<file path="config.mk">
export PLATFORM = sky130hd
export DESIGN_NAME = bpu_update_sched
export DESIGN_NICKNAME = d
export VERILOG_FILES = /design/src/rtl/bpu_update_sched.sv
export SDC_FILE = /design/constraint.sdc
export NUM_CORES = 1
export LEC_CHECK = 0
export BUFFER_PORTS_ARGS = -buffer_cell sky130_fd_sc_hd__buf_4
export CORE_ASPECT_RATIO = 0.9
export CORE_MARGIN = 2
export CORE_UTILIZATION = 40
export CTS_CLUSTER_SIZE = 10
export DETAILED_ROUTE_END_ITERATION = 12
export PLACE_DENSITY = 0.7
export SLEW_MARGIN = 25
export SYNTH_ARGS = -nofsm -noshare
export SYNTH_HDL_FRONTEND = slang
export SYNTH_SLANG_ARGS = --single-unit
</file>
<file path="constraint.sdc">
create_clock -name clk -period 11.1 [get_ports clk]
set_clock_uncertainty 0.15 [all_clocks]
set_input_delay 1.11 -clock clk [delete_from_list [all_inputs] [get_ports clk]]
set_output_delay 1.11 -clock clk [all_outputs]
set_load 0.03 [all_outputs]
</file>
<file path="src/rtl/bpu_update_sched.sv">
// bpu_update_sched: branch resolution collector between the two execute
// pipes and the BPU. It issues one registered redirect for the oldest
// mispredict and masks wrong-path results until the backend reports that the
// flush is complete. All accepted resolution records are queued in a small
// FIFO, which drains to the BPU update port.

package bpu_pkg;
   typedef struct packed {
      logic        miss;
      logic        true_taken;
      logic [31:0] pc;
      logic [31:0] true_target;
   } bpu_correct_t;
endpackage

// state | meaning
// ------+---------------------------------------------------------------
// IDLE  | accepting results; a mispredict triggers a redirect
// FLUSH | redirect issued; all valid_i are ignored until flush_done_i
module bpu_update_sched #(
   parameter int QDEPTH = 4,
   parameter int PIPES  = 2
) (
   input  logic                  clk,
   input  logic                  rst,
   input  logic [PIPES-1:0]      valid_i,
   input  bpu_pkg::bpu_correct_t correct_i [PIPES],
   output logic                  stall_o,
   output logic                  redirect_o,
   output logic [31:0]           redirect_pc_o,
   input  logic                  flush_done_i,
   output logic                  update_valid_o,
   output bpu_pkg::bpu_correct_t update_o,
   input  logic                  update_ready_i,
   output logic                  busy_o
);
   import bpu_pkg::*;

   localparam int PW = (QDEPTH > 1) ? $clog2(QDEPTH) : 1;
   localparam int CW = PW + 1;

   typedef enum logic [0:0] {
      IDLE  = 1'b0,
      FLUSH = 1'b1
   } state_t;

   state_t         state_q, state_d;
   logic           redirect_q, redirect_d;
   logic [31:0]    redirect_pc_q, redirect_pc_d;

   bpu_correct_t   mem_q [QDEPTH];
   logic [PW-1:0]  wr_ptr_q, wr_ptr_d;
   logic [PW-1:0]  rd_ptr_q, rd_ptr_d;
   logic [CW-1:0]  count_q, count_d;

   logic           acc0, acc1;
   logic           miss0_take, miss1_take;
   logic           push0, push1, pop;
   logic [CW-1:0]  free_slots;
   logic [PW-1:0]  wr_ptr_p1;
   logic [PW-1:0]  wr_slot1;
   bpu_correct_t   sel_rec;

   // Acceptance and wrong-path masking: only IDLE accepts results, and a
   // younger pipe-1 result behind a pipe-0 miss is dropped.
   always_comb begin
      acc0 = 1'b0;
      acc1 = 1'b0;
      if (state_q == IDLE) begin
         acc0 = valid_i[0];
         acc1 = valid_i[1] & ~(valid_i[0] & correct_i[0].miss);
      end
      miss0_take = acc0 & correct_i[0].miss;
      miss1_take = acc1 & correct_i[1].miss;
   end

   // FIFO push/pop decisions. Free space comes from the registered count
   // only, so a push into a full FIFO is dropped even when a pop happens in
   // the same cycle.
   always_comb begin
      free_slots = CW'(QDEPTH) - count_q;
      pop        = (count_q != '0) & update_ready_i;
      push0      = acc0 & (free_slots >= CW'(1));
      push1      = acc1 & (free_slots >= (push0 ? CW'(2) : CW'(1)));
      wr_ptr_p1  = wr_ptr_q + PW'(1);
      wr_slot1   = push0 ? wr_ptr_p1 : wr_ptr_q;
      wr_ptr_d   = wr_ptr_q;
      if (push0 & push1) wr_ptr_d = wr_ptr_q + PW'(2);
      else if (push0 | push1) wr_ptr_d = wr_ptr_p1;
      rd_ptr_d   = pop ? (rd_ptr_q + PW'(1)) : rd_ptr_q;
      count_d    = count_q + CW'(push0) + CW'(push1) - CW'(pop);
   end

   // Redirect FSM next state: the oldest accepted miss wins and is turned
   // into a one-cycle registered redirect pulse.
   always_comb begin
      state_d       = state_q;
      redirect_d    = 1'b0;
      redirect_pc_d = redirect_pc_q;
      sel_rec       = miss0_take ? correct_i[0] : correct_i[1];
      case (state_q)
         IDLE: begin
            if (miss0_take | miss1_take) begin
               state_d       = FLUSH;
               redirect_d    = 1'b1;
               redirect_pc_d = sel_rec.true_taken ? sel_rec.true_target
                                                  : (sel_rec.pc + 32'd4);
            end
         end
         FLUSH: begin
            if (flush_done_i) state_d = IDLE;
         end
         default: state_d = IDLE;
      endcase
   end

   // Control registers: FSM state, redirect outputs, FIFO pointers and count.
   always_ff @(posedge clk) begin
      if (rst) begin
         state_q       <= IDLE;
         redirect_q    <= 1'b0;
         redirect_pc_q <= '0;
         wr_ptr_q      <= '0;
         rd_ptr_q      <= '0;
         count_q       <= '0;
      end else begin
         state_q       <= state_d;
         redirect_q    <= redirect_d;
         redirect_pc_q <= redirect_pc_d;
         wr_ptr_q      <= wr_ptr_d;
         rd_ptr_q      <= rd_ptr_d;
         count_q       <= count_d;
      end
   end

   // FIFO storage: pipe 0 is written first so program order is preserved.
   always_ff @(posedge clk) begin
      if (push0) mem_q[wr_ptr_q] <= correct_i[0];
      if (push1) mem_q[wr_slot1] <= correct_i[1];
   end

   // Outputs come from registered state only.
   always_comb begin
      stall_o        = (CW'(QDEPTH) - count_q) < CW'(2);
      update_valid_o = (count_q != '0);
      update_o       = mem_q[rd_ptr_q];
      redirect_o     = redirect_q;
      redirect_pc_o  = redirect_pc_q;
      busy_o         = (state_q == FLUSH) | (count_q != '0);
   end

endmodule

</file>
==> run_results.csv, run 1 <==
group,metric,value,unit
logic_synthesis,ys_top_cells_by_area,"edfxtp_1, mux2_2, mux4_2",
timing,rsz0062_at_grt,"false",
final_layout,layout_commonest_cell,"edfxtp_1",
critical_path,critPathKind,"reg -> reg",
critical_path,r2r_slack,6.33,ns
cts,cts.repair.resized,0,
timing,tightestPinTransition,1.04,ns
placement,port_buffers,239,
outcome,outcome,"completed",
critical_path,r2r_start,"count_q[1]",
logic_synthesis,synth_cell_types,66,
final_layout,antenna_cells,0,
floorplan,dieArea,43200,sq um
final_layout,drive_gt1_share,43.8,%
final_layout,syn2layout_area_growth,19.8,%
critical_path,worstPathMaxFanout,36,
global_route,first_global_vias,11000,
logic_synthesis,ys.flop_type,"edfxtp_1",
pwr,ir_worst_vdd,0.178,mV
timing,finalSetupViolations,0,
worst_hold_path,worstHoldStart,"redirect_pc_o[28]",
timing,fin_crit_sh,42.9,%
logic_synthesis,synth.top_cell.area_share,47.6,%
cts,cts_inserted_buffers,38,
floorplan,die_h,197,um
cts,clkLatencyLatePin,0.53,ns
logic_synthesis,ys_seq_area_share,52.8,%
routing,drt-initial-drc-count,954,
logic_synthesis,synth_area,16600,sq um
cts,cts.sinks,307,
final_layout,postLayoutCellArea,19900,sq um
global_route,track_usage,22.0,%
logic_synthesis,synthCells,1144,
logic_synthesis,async_flop_share,0,%
critical_path,critical_path_required,11.22,ns
floorplan,coreArea,40800,sq um
cts,root_buffer,"clkbuf_16",
floorplan,die_x,219,um
cts,post_cts_buffers,0,
final_layout,fin_nets,1510,
global_route,grt_overflow_total,0,
final_layout,final_core_util,48.8,%
logic_synthesis,yosysWarnings,0,
floorplan,rows,70,
flow_run,max-cap-violations,0,
cts,htree_levels,2,
routing,ant_nets,0,
critical_path,startpoint,"count_q[1]",
cts,cts_tree,"built",
floorplan,ios,240,
floorplan,start_util,40.8,%
worst_hold_path,hold_class,"reg -> reg",
logic_synthesis,synth_seq_cells,307,
logic_synthesis,synth_largest_area_cell,"edfxtp_1",
routing,drc,0,
placement,dp_hpwl,31.4,mm
timing,finalMaxSlewViolations,0,
final_layout,final_cell_mix,"edfxtp_1, buf_4, mux2_2, nand2_1, mux4_2",
critical_path,endpoint_kind,"flop",
cts,cts_buffer_depth,3,
placement,place_congestion,0.854,
global_route,antenna_found_initial,1,
placement,placed_area,18800,sq um
routing,via_per_inst,5.75,
logic_synthesis,synth-edff-count,264,
logic_synthesis,syn_avg_cell_area,14.5,sq um
timing,fmax,210,MHz
logic_synthesis,syn_nets,1297,
pwr,p_per_area,238,nW/um^2
timing,relSlewSlack,30.9,%
pwr,p_leak,7.10,nW
timing,period_needed,4.77,ns
cts,holdBufCountCts,0,
final_layout,num-fill-cells,3590,
routing,dr.pass1.iters,5,
global_route,grt_max_degree,67,
timing,fin_hold_ws,0.313,ns
routing,wirelength,47.8,mm
global_route,grt_pass1_wl,70.9,mm
timing,fin_setup_tns,0,ns
routing,wl_per_cell,24.9,um
routing,vias,11000,
timing,finalHoldViolations,0,
cts,clk_pin_slew_worst_paths,0.05,ns
critical_path,cp.arrival,4.89,ns
critical_path,worst_setup_path_start_kind,"flop",
## layout make-up
class	count	area (sq um)	share of cell area (%)
clock buffers	55	1080	5.41
multi-input cells	737	7360	36.9
well taps	540	676	3.39
flip-flops and latches	307	8800	44.1
repair buffers	256	1930	9.66
inverters	17	68.8	0.345
clock inverters	7	30.0	0.151
## worst max-delay path: stages (launching register included)
cell and delay (ns):
dfxtp_1 0.38, inv_1 0.11, ha_1 0.20, ha_1 0.32, or4b_4 0.49, nand3b_4 0.16, ha_1 0.16, inv_1 0.04
a31oi_1 0.66, nor2b_4 0.30, buf_4 0.45, buf_4 0.62, mux2_2 0.42
## cells in the mapped netlist (11+ instances only)
cell / instances
edfxtp_1: 264
mux2_2: 181
nand2_1: 82
mux4_2: 67
mux2_1: 51
dfxtp_1: 43
mux2i_1: 43
nand3_1: 38
mux2_4: 31
nor2_1: 29
buf_2: 26
clkbuf_1: 25
xnor2_1: 23
a21oi_1: 22
nor3_1: 21
inv_1: 16
nand4_1: 14
ha_1: 13
and3_1: 11
buf_6: 11
o221ai_1: 11
## state kept, by name, summed over array words and instances (netlist names), named ones only
register / flops
mem_q: 264
rd_ptr_q: 2
state_q: 1
redirect_o: 1
wr_ptr_q: 2
redirect_pc_o: 32
count_q: 3
## worst paths after layout
kind                                           to  cells past startpoint
worst max-delay path                 mem_q[2][15]                     12
worst min-delay path            redirect_pc_o[28]                      2
worst max register to register       mem_q[2][15]                     12
worst min register to register  redirect_pc_o[28]                      2
## power breakdown
part	total, mW	switching [mW]	internal, mW
registers	1.74	0.110	1.63
clock network	1.14	0.468	0.668
logic	1.86	1.11	0.757
total	4.74	1.69	3.05
## metrics by stage
step	cells	setup slack, ns	total power [mW]
after floorplan	1144	6.64	2.98
after global placement	1857	6.50	3.61
after detailed placement	1857	6.39	3.64
after CTS	1919	6.37	4.78
after global routing	1919	6.12	4.94
final	1919	6.33	4.74
## logic make-up after synthesis
group / Yosys count / share of synthesized area (%)
DFF: 307 / 52.8
adders and majority gates: 15 / 1.22
buffers and inverters: 100 / 3.41
xor gates and xnor gates: 32 / 1.68
muxes: 374 / 30.2
AOI/OAI and AO/OA: 92 / 3.98
and+or+nand+nor: 224 / 6.65
## per-layer routing
| metal | vias to the layer above | track usage (%) | part of all wire, % |
|---|---|---|---|
| met1 | 5623 | 30.9 | 43 |
| li1 | 4901 | - | - |
| met5 | - | 0 | 0.027 |
| met4 | 2 | 6.41 | 2.4 |
| met2 | 457 | 34.5 | 47 |
| met3 | 60 | 4.62 | 7.8 |
Power figures use the tool's default switching activity.
==> run 2: changes to the inputs <==
==> constraint.sdc (replaced) <==
create_clock -name clk -period 4.9 [get_ports clk]
set_clock_uncertainty 0.15 [all_clocks]
set_input_delay 0.49 -clock clk [delete_from_list [all_inputs] [get_ports clk]]
set_output_delay 0.49 -clock clk [all_outputs]
set_load 0.03 [all_outputs]
==> run 2 against run 1 <==
Setup slack lost 5.6 ns; die area is the same; non-clock buffer count grew 7; power grew 130%; first-iteration DRC count shrank 9.0%; critical path depth shrank 1; fmax grew 14%.
==> run_results.csv, run 2 (synthesis results as in run 1) <==
group,metric,value,unit
cts,holdBufCountCts,0,
cts,cts.repair.resized,0,
floorplan,die_h,197,um
pwr,clkPwrFrac,23.7,%
final_layout,final_cell_mix,"edfxtp_1, buf_4, mux2_2, nand2_1, mux4_2",
routing,dr.pass1.iters,5,
cts,cts.sinks,307,
final_layout,syn2layout_area_growth,20.8,%
pwr,p_sw,3.84,mW
global_route,grt_pass1_wl,71.5,mm
cts,cts_buffer_depth,3,
critical_path,critPathMaxStageDelay,0.66,ns
pwr,power_frac_seq,36.4,%
timing,relSlewSlack,43.4,%
worst_hold_path,hold_class,"in -> reg",
routing,vias,11100,
placement,dp_cells,1864,
global_route,antenna_found_initial,0,
cts,root_buffer,"clkbuf_16",
floorplan,die_x,219,um
pwr,p_per_area,539,nW/um^2
pwr,internal_power,6.99,mW
routing,wl_per_cell,25.0,um
timing,fin_crit_sh,85.1,%
final_layout,drive_gt1_share,43.9,%
critical_path,path_common_cell,"ha_1",
cts,htree_levels,2,
timing,setup_ws,0.732,ns
critical_path,critPathKind,"reg -> reg",
floorplan,ios,240,
timing,finalHoldViolations,0,
floorplan,start_util,40.8,%
floorplan,coreArea,40800,sq um
pwr,ir_worst_vdd,0.503,mV
critical_path,cpMaxStageDelayCell,"a31oi_1",
cts,clk_pin_slew_worst_paths,0.06,ns
floorplan,rows,70,
pwr,combPwrFrac,39.9,%
routing,ant_nets,0,
pwr,p_leak,7.16,nW
critical_path,reg2regPathDepth,11,
cts,cts_tree,"built",
critical_path,worstReg2RegEnd,"mem_q[2][4]",
critical_path,worst_setup_path_start_kind,"flop",
final_layout,fin_cells,1931,
final_layout,antenna_cells,0,
final_layout,postLayoutCellArea,20100,sq um
timing,period_needed,4.17,ns
global_route,grt_max_degree,67,
final_layout,layout_commonest_cell,"edfxtp_1",
worst_hold_path,holdPathEnd,"mem_q[2][33]",
timing,tightestPinTransition,0.843,ns
global_route,first_global_vias,11100,
placement,place_congestion,0.805,
timing,fmax,240,MHz
critical_path,endpoint_kind,"flop",
timing,finalSetupViolations,0,
timing,fin_setup_tns,0,ns
worst_hold_path,worstHoldStart,"correct_i[99]",
final_layout,largest_register,"mem_q",
cts,cts_inserted_buffers,37,
cts,clkLatencyLatePin,0.53,ns
floorplan,dieArea,43200,sq um
pwr,finalPower,10.8,mW
pwr,switching_share,35.4,%
cts,post_cts_buffers,0,
placement,place_ws,0.772,ns
routing,wirelength,48.3,mm
placement,port_buffers,239,
critical_path,worstPathMaxFanout,27,
final_layout,largest_reg_flops,264,
flow_run,max-cap-violations,0,
routing,drt-initial-drc-count,868,
final_layout,fin_nets,1516,
routing,via_per_inst,5.74,
timing,rsz0062_at_grt,"false",
placement,dp_hpwl,31.9,mm
worst_hold_path,hold_depth,2,
timing,finalMaxSlewViolations,0,
outcome,outcome,"completed",
global_route,track_usage,22.2,%
critical_path,critical_path_required,5.02,ns
global_route,grt_overflow_total,0,
routing,drc,0,
critical_path,cp.arrival,4.29,ns
placement,placed_area,19000,sq um
critical_path,r2r_start,"count_q[0]",
critical_path,r2r_slack,0.73,ns
critical_path,cp_cell_sequence,"inv_1 > ha_1 > ha_1 > or4b_4 > nand3b_4 > ha_1 > inv_1 > a31oi_1 > nor2b_4 > buf_4 > mux2_2",
run 2: final cells by class:
cell class	count	area, sq um
Inverter	17	68.8
Fill cell	3608	20700
Multi-Input combinational cell	737	7350
Clock buffer	65	1090
Timing Repair Buffer	263	2090
Sequential cell	307	8800
Tap cell	540	676
Clock inverter	2	13.8
run 2: layer usage:
layer / up-vias / track usage (%) / wire, um
li1: 4926 / - / -
met1: 5606 / 31.2 / 20500
met2: 478 / 35.3 / 22900
met3: 70 / 4.08 / 3680
met4: 0 / 6.31 / 1190
met5: - / 0 / 0
run 2: critical path, delay by kind of cell (launching register included):
kind | cells | cell delay [ns]
simple gates | 3 | 0.98
buf+inv | 3 | 0.60
compound gates | 1 | 0.66
flops | 1 | 0.36
mux | 1 | 0.39
fa+ha+maj | 3 | 0.72
run 2: worst max path at each step:
stage / depth (start not counted) / endpoint / startpoint / slack (ns)
floorplan: 12 / mem_q[3][0] / count_q[0] / 0.44
global placement: 11 / mem_q[2][1] / count_q[0] / 0.88
detailed placement: 11 / mem_q[2][1] / count_q[0] / 0.77
CTS: 11 / mem_q[2][4] / count_q[0] / 0.75
global route: 11 / mem_q[2][34] / count_q[0] / 0.54
finish: 11 / mem_q[2][4] / count_q[0] / 0.73
run 2: metrics by stage:
step / hold WS, ns / utilization [%]
floorplan: 0.335 / -
global placement: 0.329 / 46.4
detailed placement: 0.331 / 46.5
CTS: 0.118 / 49.2
global route: 0.133 / 49.2
finish: 0.138 / 49.2
run 2: power groups by stage:
stage | logic, mW | registers [mW] | clock network, mW
after detailed placement | 4.35 | 4.00 | 0
after global placement | 4.24 | 4.03 | 0
after CTS | 4.37 | 3.95 | 2.60
final | 4.32 | 3.94 | 2.56
after floorplan | 2.83 | 3.92 | 0
after global routing | 4.56 | 4.00 | 2.71
